File: src/rtl/acc_pkg.sv
// Shared defaults and FSM encoding for the block-adder controller slice.
package acc_pkg;
  localparam int LANES      = 9;
  localparam int DW         = 32;
  localparam int CW         = 16;
  localparam int FIFO_DEPTH = 2;

  typedef enum logic [1:0] {
    IDLE = 2'd0,
    RUN  = 2'd1,
    DONE = 2'd2
  } state_e;
endpackage

File: src/rtl/block_pair_fifo.sv
// Synchronous FIFO holding one branch's partial-sum words; head is visible
// combinationally so the adder input can be driven straight from it.
module block_pair_fifo #(
  parameter int W     = acc_pkg::LANES * acc_pkg::DW,
  parameter int DEPTH = acc_pkg::FIFO_DEPTH
) (
  input  logic         clk,
  input  logic         rst_n,
  input  logic         clr,
  input  logic         wr_en,
  input  logic [W-1:0] wr_data,
  input  logic         rd_en,
  output logic [W-1:0] rd_data,
  output logic         full,
  output logic         empty
);
  localparam int AW = $clog2(DEPTH);

  logic [DEPTH-1:0][W-1:0] mem;
  logic [AW:0]             wp, rp;

  // Extra pointer MSB distinguishes full from empty.
  assign empty   = (wp == rp);
  assign full    = (wp[AW] != rp[AW]) && (wp[AW-1:0] == rp[AW-1:0]);
  assign rd_data = mem[rp[AW-1:0]];

  always_ff @(posedge clk or negedge rst_n) begin
    if (!rst_n) begin
      wp <= '0;
      rp <= '0;
    end else if (clr) begin
      wp <= '0;
      rp <= '0;
    end else begin
      if (wr_en && !full)  wp <= wp + {{AW{1'b0}}, 1'b1};
      if (rd_en && !empty) rp <= rp + {{AW{1'b0}}, 1'b1};
    end
  end

  always_ff @(posedge clk) begin
    if (wr_en && !full) mem[wp[AW-1:0]] <= wr_data;
  end
endmodule

File: src/rtl/block_adder_ctrl.sv
// Pairs branch A/B partial-sum words, fires the registered block adder and
// tracks its output slot. Optional BLOCK_ADDER_CTRL_PERF_EN adds stall_cnt.
module block_adder_ctrl #(
  parameter int LANES      = acc_pkg::LANES,
  parameter int DW         = acc_pkg::DW,
  parameter int DWO        = LANES * DW,
  parameter int DWI        = 2 * DWO,
  parameter int CW         = acc_pkg::CW,
  parameter int FIFO_DEPTH = acc_pkg::FIFO_DEPTH
) (
  input  logic           clk,
  input  logic           rst_n,
  input  logic           start,
  input  logic [CW-1:0]  num_pix,
  input  logic           a_valid,
  output logic           a_ready,
  input  logic [DWO-1:0] a_data,
  input  logic           b_valid,
  output logic           b_ready,
  input  logic [DWO-1:0] b_data,
  output logic           add_en,
  output logic [DWI-1:0] add_din,
  output logic           o_valid,
  input  logic           o_ready,
  output logic           busy,
  output logic           done
`ifdef BLOCK_ADDER_CTRL_PERF_EN
  , output logic [31:0]  stall_cnt
`endif
);
  import acc_pkg::*;

  state_e         state;
  logic [CW-1:0]  num_pix_r, a_cnt, b_cnt, iss_cnt, out_cnt;
  logic           a_full, a_empty, b_full, b_empty;
  logic [DWO-1:0] a_head, b_head;
  logic           run, start_acc, a_xfer, b_xfer, fire, consume;

  assign run       = (state == RUN);
  assign start_acc = start && (state == IDLE);

  // Each branch stops accepting once it has delivered the whole tile.
  assign a_ready = run && !a_full && (a_cnt < num_pix_r);
  assign b_ready = run && !b_full && (b_cnt < num_pix_r);
  assign a_xfer  = a_valid && a_ready;
  assign b_xfer  = b_valid && b_ready;

  assign consume = o_valid && o_ready;
  assign fire    = run && !a_empty && !b_empty && (!o_valid || o_ready);
  assign add_en  = fire;
  assign add_din = {b_head, a_head};

  block_pair_fifo #(.W(DWO), .DEPTH(FIFO_DEPTH)) u_fifo_a (
    .clk(clk), .rst_n(rst_n), .clr(start_acc),
    .wr_en(a_xfer), .wr_data(a_data), .rd_en(fire),
    .rd_data(a_head), .full(a_full), .empty(a_empty)
  );

  block_pair_fifo #(.W(DWO), .DEPTH(FIFO_DEPTH)) u_fifo_b (
    .clk(clk), .rst_n(rst_n), .clr(start_acc),
    .wr_en(b_xfer), .wr_data(b_data), .rd_en(fire),
    .rd_data(b_head), .full(b_full), .empty(b_empty)
  );

  always_ff @(posedge clk or negedge rst_n) begin
    if (!rst_n) begin
      state     <= IDLE;
      num_pix_r <= '0;
      a_cnt     <= '0;
      b_cnt     <= '0;
      iss_cnt   <= '0;
      out_cnt   <= '0;
      o_valid   <= 1'b0;
      busy      <= 1'b0;
      done      <= 1'b0;
    end else begin
      // A same-cycle consume and fire keeps the slot occupied.
      if (fire)         o_valid <= 1'b1;
      else if (consume) o_valid <= 1'b0;

      case (state)
        IDLE: begin
          if (start) begin
            num_pix_r <= num_pix;
            a_cnt     <= '0;
            b_cnt     <= '0;
            iss_cnt   <= '0;
            out_cnt   <= '0;
            busy      <= 1'b1;
            if (num_pix == '0) begin
              state <= DONE;
              done  <= 1'b1;
            end else begin
              state <= RUN;
            end
          end
        end
        RUN: begin
          if (a_xfer)  a_cnt   <= a_cnt + CW'(1);
          if (b_xfer)  b_cnt   <= b_cnt + CW'(1);
          if (fire)    iss_cnt <= iss_cnt + CW'(1);
          if (consume) out_cnt <= out_cnt + CW'(1);
          if (out_cnt == num_pix_r) begin
            state <= DONE;
            done  <= 1'b1;
          end
        end
        DONE: begin
          state <= IDLE;
          done  <= 1'b0;
          busy  <= 1'b0;
        end
        default: begin
          state <= IDLE;
          done  <= 1'b0;
          busy  <= 1'b0;
        end
      endcase
    end
  end

`ifdef BLOCK_ADDER_CTRL_PERF_EN
  // Branch skew: one side has data waiting while the other has none.
  always_ff @(posedge clk or negedge rst_n) begin
    if (!rst_n)
      stall_cnt <= '0;
    else if (start_acc)
      stall_cnt <= '0;
    else if (run && (a_empty != b_empty) && (stall_cnt != '1))
      stall_cnt <= stall_cnt + 32'd1;
  end
`endif
endmodule

File: config.mk
export PLATFORM = sky130hd
export DESIGN_NAME = block_adder_ctrl
export DESIGN_NICKNAME = d
export VERILOG_FILES = /design/src/rtl/acc_pkg.sv /design/src/rtl/block_pair_fifo.sv /design/src/rtl/block_adder_ctrl.sv
export SDC_FILE = /design/constraint.sdc
export NUM_CORES = 1
export LEC_CHECK = 0
export CAP_MARGIN = 0
export CELL_PAD_IN_SITES_DETAIL_PLACEMENT = 0
export CELL_PAD_IN_SITES_GLOBAL_PLACEMENT = 1
export CORE_AREA = 8 8 456 458
export CTS_BUF_LIST = sky130_fd_sc_hd__clkbuf_16
export CTS_CLUSTER_DIAMETER = 100
export DETAILED_ROUTE_END_ITERATION = 8
export DIE_AREA = 0 0 464 466
export PLACE_DENSITY = 0.48
export SLEW_MARGIN = 20
export SYNTH_ARGS = -nofsm -noshare
export SYNTH_HDL_FRONTEND = slang
export SYNTH_SLANG_ARGS = --single-unit
File: constraint.sdc
create_clock -name clk -period 31.9 [get_ports clk]
set_clock_uncertainty 0.15 [all_clocks]
set_input_delay 6.38 -clock clk [delete_from_list [all_inputs] [get_ports clk]]
set_output_delay 6.38 -clock clk [all_outputs]
set_load 0.01 [all_outputs]
# ---- Word level (Yosys, flattened, before mapping)
# Index checks and enable logic that the tools add are counted.
dict set report word_totals {
  mem_bits_rw 0
  mem_bits_ro 0
  output_inout_bits 582
  memories 0
  input_bits 598
  latchBits 0
  wordCells 123
  reg_bits 1229
}
dict set report classes {
  magnitude_cmp 8
  n_addsub 7
  multipliers 0
  eq_ne 14
  div 0
  shifts 0
  bitwise 1
  muxes 37
  n_reduce_logical 40
}
# cell count
set ops {}
lappend ops {{$mux 288} 6}
lappend ops {{$bwmux 576} 2}
lappend ops {{$demux 288 s1} 2}
lappend ops {{$pmux 16 s2} 3}
lappend ops {{$mux 16} 4}
lappend ops {{$add 16x1->16 const B} 3}
lappend ops {{$lt 16x16->1} 2}
lappend ops {{$mux 2} 11}
lappend ops {{$logic_and 1x1->1} 19}
lappend ops {{$eq 16x16->1} 1}
lappend ops {{$logic_not 16->1} 1}
lappend ops {{$reduce_and 3->1} 4}
lappend ops {{$reduce_bool 2->1} 6}
lappend ops {{$ne 2x1->1 const B} 5}
lappend ops {{$add 2x1->2 const B} 4}
lappend ops {{$lt 1x2->1 const B} 4}
lappend ops {{$mux 1} 6}
lappend ops {{$reduce_and 2->1} 3}
lappend ops {{$logic_not 1->1} 5}
lappend ops {{$eq 2x2->1} 2}
lappend ops {{$pmux 1 s2} 2}
lappend ops {{$pmux 2 s2} 1}
lappend ops {{$eq 1x1->1} 2}
lappend ops {{$eq 2x1->1 const B} 1}
lappend ops {{6 further kinds} 8}

# ---- Logic depth before layout (Yosys ltp)
dict set report logic_depth {
  ltp_word 9
  depth_mapped 10
  depth_no_buf 8
}

# ---- Modules after synthesis
# Synthesis repeated with hierarchy kept, for this count alone.
dict set report hier_totals {
  hier_cells 2345
  hier_area_um2 46681.0
}
# module cells_per_inst instances area_per_inst_um2
set by_module_without_submodules {}
lappend by_module_without_submodules {block_pair_fifo 927 2 21126.5}
lappend by_module_without_submodules {block_adder_ctrl 491 1 4428.0}

# ---- Worst setup path after synthesis
# Ideal clock, no wire load.
dict set report synth_timing {
  path_kind {input-to-reg}
  startpoint {input port a_valid}
  endpoint {register u_fifo_a.mem[0] (netlist bit) (enable)}
  n_path_buf 2
  setup_time_ns 0.975
  stages 4
  arrival_time_ns 19.586
  setup_slack_ns 11.189
  path_cell_list {and4_1 > buf_6 > clkbuf_1 > nor2b_1}
}
dict set report synth_between {
  elab_chain_cells 2
}
# item line_no
set synth_rtl {}
lappend synth_rtl {{start, declared} block_adder_ctrl.sv:15} ;# input logic a_valid,
lappend synth_rtl {{$logic_and 1x1->1} block_adder_ctrl.sv:45} ;# assign a_xfer = a_valid && a_ready;
lappend synth_rtl {{$logic_and 1x1->1} block_pair_fifo.sv:41} ;# if (wr_en && !full) mem[wp[AW-1:0]] <= wr_data;
lappend synth_rtl {{end signal, assigned by index} block_pair_fifo.sv:41}
lappend synth_rtl {{end, declared} block_pair_fifo.sv:19} ;# logic [DEPTH-1:0][W-1:0] mem;
# No other way between the ends.
# A chain may end at the register's enable or synchronous reset.

# ---- Final worst setup path
dict set report layout_timing {
  startpoint {input port o_ready}
  endpoint {output port add_en}
}
dict set report layout_between {
  elab_chain_cells 2
}
# item line_no
set layout_rtl {}
lappend layout_rtl {{start, declared} block_adder_ctrl.sv:24} ;# input logic o_ready,
lappend layout_rtl {{$logic_or 1x1->1} block_adder_ctrl.sv:49} ;# assign fire = run && !a_empty && !b_empty && (!o_valid || o_ready);
lappend layout_rtl {{$logic_and 1x1->1} block_adder_ctrl.sv:49}
lappend layout_rtl {{end, declared} block_adder_ctrl.sv:21} ;# output logic add_en,
# No other way between the ends.

==> results.cfg <==
[run_status]
status = complete, no violations

[logic_synthesis]
synth_enable_flop_cells = 1152
async_flop_share_pct = 6.27
netlist_area_sq_mm = 0.0459
ys_ff_latch = 1229
synth_area_leaders = edfxtp_1 (75%), mux2_2 (14%), dfrtp_1 (4.2%)
synthCells = 2292
ys_seq_area_share_pct = 79.5
syn_avg_cell_area_sq_um = 20.0
synth.distinct_cells = 46
synth_fp_nets = 2923
synth_area_leader_cell = edfxtp_1
synthFlopType = edfxtp_1
yosys_warnings = 0
synth_top_area_share_pct = 75.3

[clocking]
cts_htree_levels = 4
cts_tree = done
cts.sinks = 1229
clockRootBuffer = clkbuf_16
cts-resized-gates = 0
cts_hold_buffers = 0
clkTransAtPathRegs_ns = 0.06
cts_buffers = 148
postCtsSetupRepairBufs = 0
clk_path_buf_depth = 3
clock_latency_ns = 0.76

[timing]
fin_crit_sh_pct = 45.9
period_needed_ns = 14.64
slew_headroom_pct = 27.6
worst_pin_slew_ns = 1.09
finalSetupTns_ns = 0
setup_viol = 0
rsz0062_at_grt = no
fmax_ghz = 0.0683
slew_violations = 0
hold_viol = 0

[power]
power.share.clock_pct = 25.3
seq_power_share_pct = 37.6
intPower_w = 0.00441
p_leak_nw = 22.3
p_sw_share_pct = 32.0
power_density_mw_per_mm2 = 98.6
p_sw_w = 0.00208
p_comb_share_pct = 37.1
peakVddDrop_uv = 82.4

[route]
totalWireLength_um = 173000
route.detailed.drc = 0
dr_total_vias = 25986
drt_iter0_drc = 1317
wl_per_cell_um = 27.1
drt_pass1_iterations = 5
ant_nets = 0
vias_per_cell = 4.07

[hold_path]
min_to = a_cnt[15]
hold_depth = 1
hp-class = reg2reg
worstHoldStart = a_cnt[15]

[setup_path]
r2r-end = u_fifo_b.mem[33]
cp.required_ns = 25.37
crit_path_end_kind = output pin
critPathMaxFanout = 5
r2r-start = num_pix_r[9]
startpoint_type = primary input
reg2reg_slack_ns = 26.32
arrival_ns = 8.11
reg2reg_depth = 10
worstSetupPathType = in2out

[die]
fp.dieH_um = 466
die_area_sq_mm = 0.216
start_util_pct = 22.9
rows = 165
io_pins = 1180
core-area_sq_mm = 0.201
die_width_um = 464

[placed_design]
dpl.hpwl_um = 129000
placed_area_sq_mm = 0.0611
place.gp.congestion = 0.782
port_buffers = 1179

[global_route]
track_usage_pct = 15.2
grt_pass1_wl_um = 230000
antenna_found_initial = 99
overflow = 0
grt_max_degree = 148
grt_pass1_vias = 27390

[final_layout]
syn_to_final_growth_pct = 43.5
drive_gt1_share_pct = 22.3
nNetsFinal = 4203
fin_area_sq_mm = 0.0659

[run]
cap_violations = 0
## cells in the mapped netlist (3+ instances only)
master,instances
edfxtp_1,1152
mux2_2,577
clkbuf_1,78
dfrtp_1,77
nand2_1,53
o21ai_0,40
nor2_1,39
ha_1,33
inv_1,27
xnor2_1,27
a21oi_1,26
nand3_1,18
nand4_1,15
o22a_1,12
xor2_1,12
and3_1,10
nor3_1,9
nor2b_1,8
o21a_1,8
and4_1,7
a31oi_1,6
nor4_1,5
a211oi_1,4
a2bb2oi_1,4
a41oi_1,4
and2_1,4
a21o_1,3
buf_6,3
mux2i_1,3
o211ai_1,3
or3_1,3
## per-stage QoR
step                      cells  total power, W  hold slack, ns  util [%]  setup slack (ns)
after detailed placement   6094         0.00495           0.329      30.4             17.29
final                      6390         0.00650           0.330      32.8             17.26
after global placement     6093         0.00495           0.331      30.4             17.22
after global routing       6384         0.00682           0.358      32.8             17.25
after floorplan            2292         0.00373           0.305         -             11.19
after CTS                  6357         0.00664           0.338      32.8             17.27
## layer usage
layer	routed length (um)	track usage [%]
met5	202	0
met4	7130	6.76
met3	20700	8.91
met2	86600	26.0
met1	58500	14.9
## final cells by class
class,count,area (sq um)
diodes,33,82.6
clock buffers,149,3730
clock inverters,114,1010
fillers,19606,135000
inverters,27,101
multi-input cells,954,8990
flip-flops and latches,1229,36500
well taps,2672,3340
repair buffers,1212,12100
## layout by cell type (no fill, tap or decap), types with 6 or more instances in the layout
master,netlist,layout
edfxtp_1,1152,1152
bufinv_16,0,13
clkinv_1,0,38
ha_1,33,33
diode_2,0,33
o22a_1,12,12
a21oi_1,26,26
nand2_1,53,53
nor2b_1,8,7
nor3_1,9,9
xnor2_1,27,27
a31oi_1,6,6
inv_1,27,54
buf_4,0,29
dfrtp_1,77,75
clkbuf_16,0,149
nand3_1,18,18
o21a_1,8,8
mux2_2,577,577
clkinv_2,0,16
and4_1,7,7
xor2_1,12,12
o21ai_0,40,40
clkdlybuf4s50_1,0,1178
and3_1,10,10
nor2_1,39,37
nand4_1,15,15
## flip-flops by register name, summed over array words and instances, names as in the netlist
name,count
u_fifo_a.mem,576
u_fifo_b.mem,576
a_cnt,16
b_cnt,16
num_pix_r,16
out_cnt,16
state,2
u_fifo_a.rp,2
u_fifo_a.wp,2
u_fifo_b.rp,2
u_fifo_b.wp,2
busy,1
done,1
o_valid,1
## worst max-delay path by stage
stage	from	endpoint	cells after the start
CTS	o_ready	add_en	5
finish	o_ready	add_en	5
global placement	o_ready	add_en	5
global route	o_ready	add_en	5
floorplan	a_valid	u_fifo_a.mem[0]	4
detailed placement	o_ready	add_en	5
## power groups by stage
stage	Clock (W)	Sequential, W	Combinational, W
finish	0.00165	0.00244	0.00241
global route	0.00176	0.00249	0.00258
CTS	0.00171	0.00245	0.00249
detailed placement	0	0.00248	0.00247
global placement	0	0.00246	0.00249
floorplan	0	0.00267	0.00106
## worst max-delay path, cell delays in order
cell and delay (ns):
clkdlybuf4s50_1 0.58, inv_1 0.08, a21oi_1 0.27, buf_4 0.23
clkdlybuf4s50_1 0.56
## cells by family (layout without fill, tap and decap cells)
logic type / after synthesis / in the layout / synth area share [%]
compound gates: 125 / 125 / 1.76
xor+xnor: 39 / 39 / 0.744
fa+ha+maj: 33 / 33 / 0.899
buf+inv: 109 / 1502 / 0.943
flops: 1229 / 1229 / 79.5
mux: 580 / 580 / 14.2
other cells: 0 / 33 / 0
simple gates: 177 / 177 / 1.90
(Power assumes the default switching activity.)
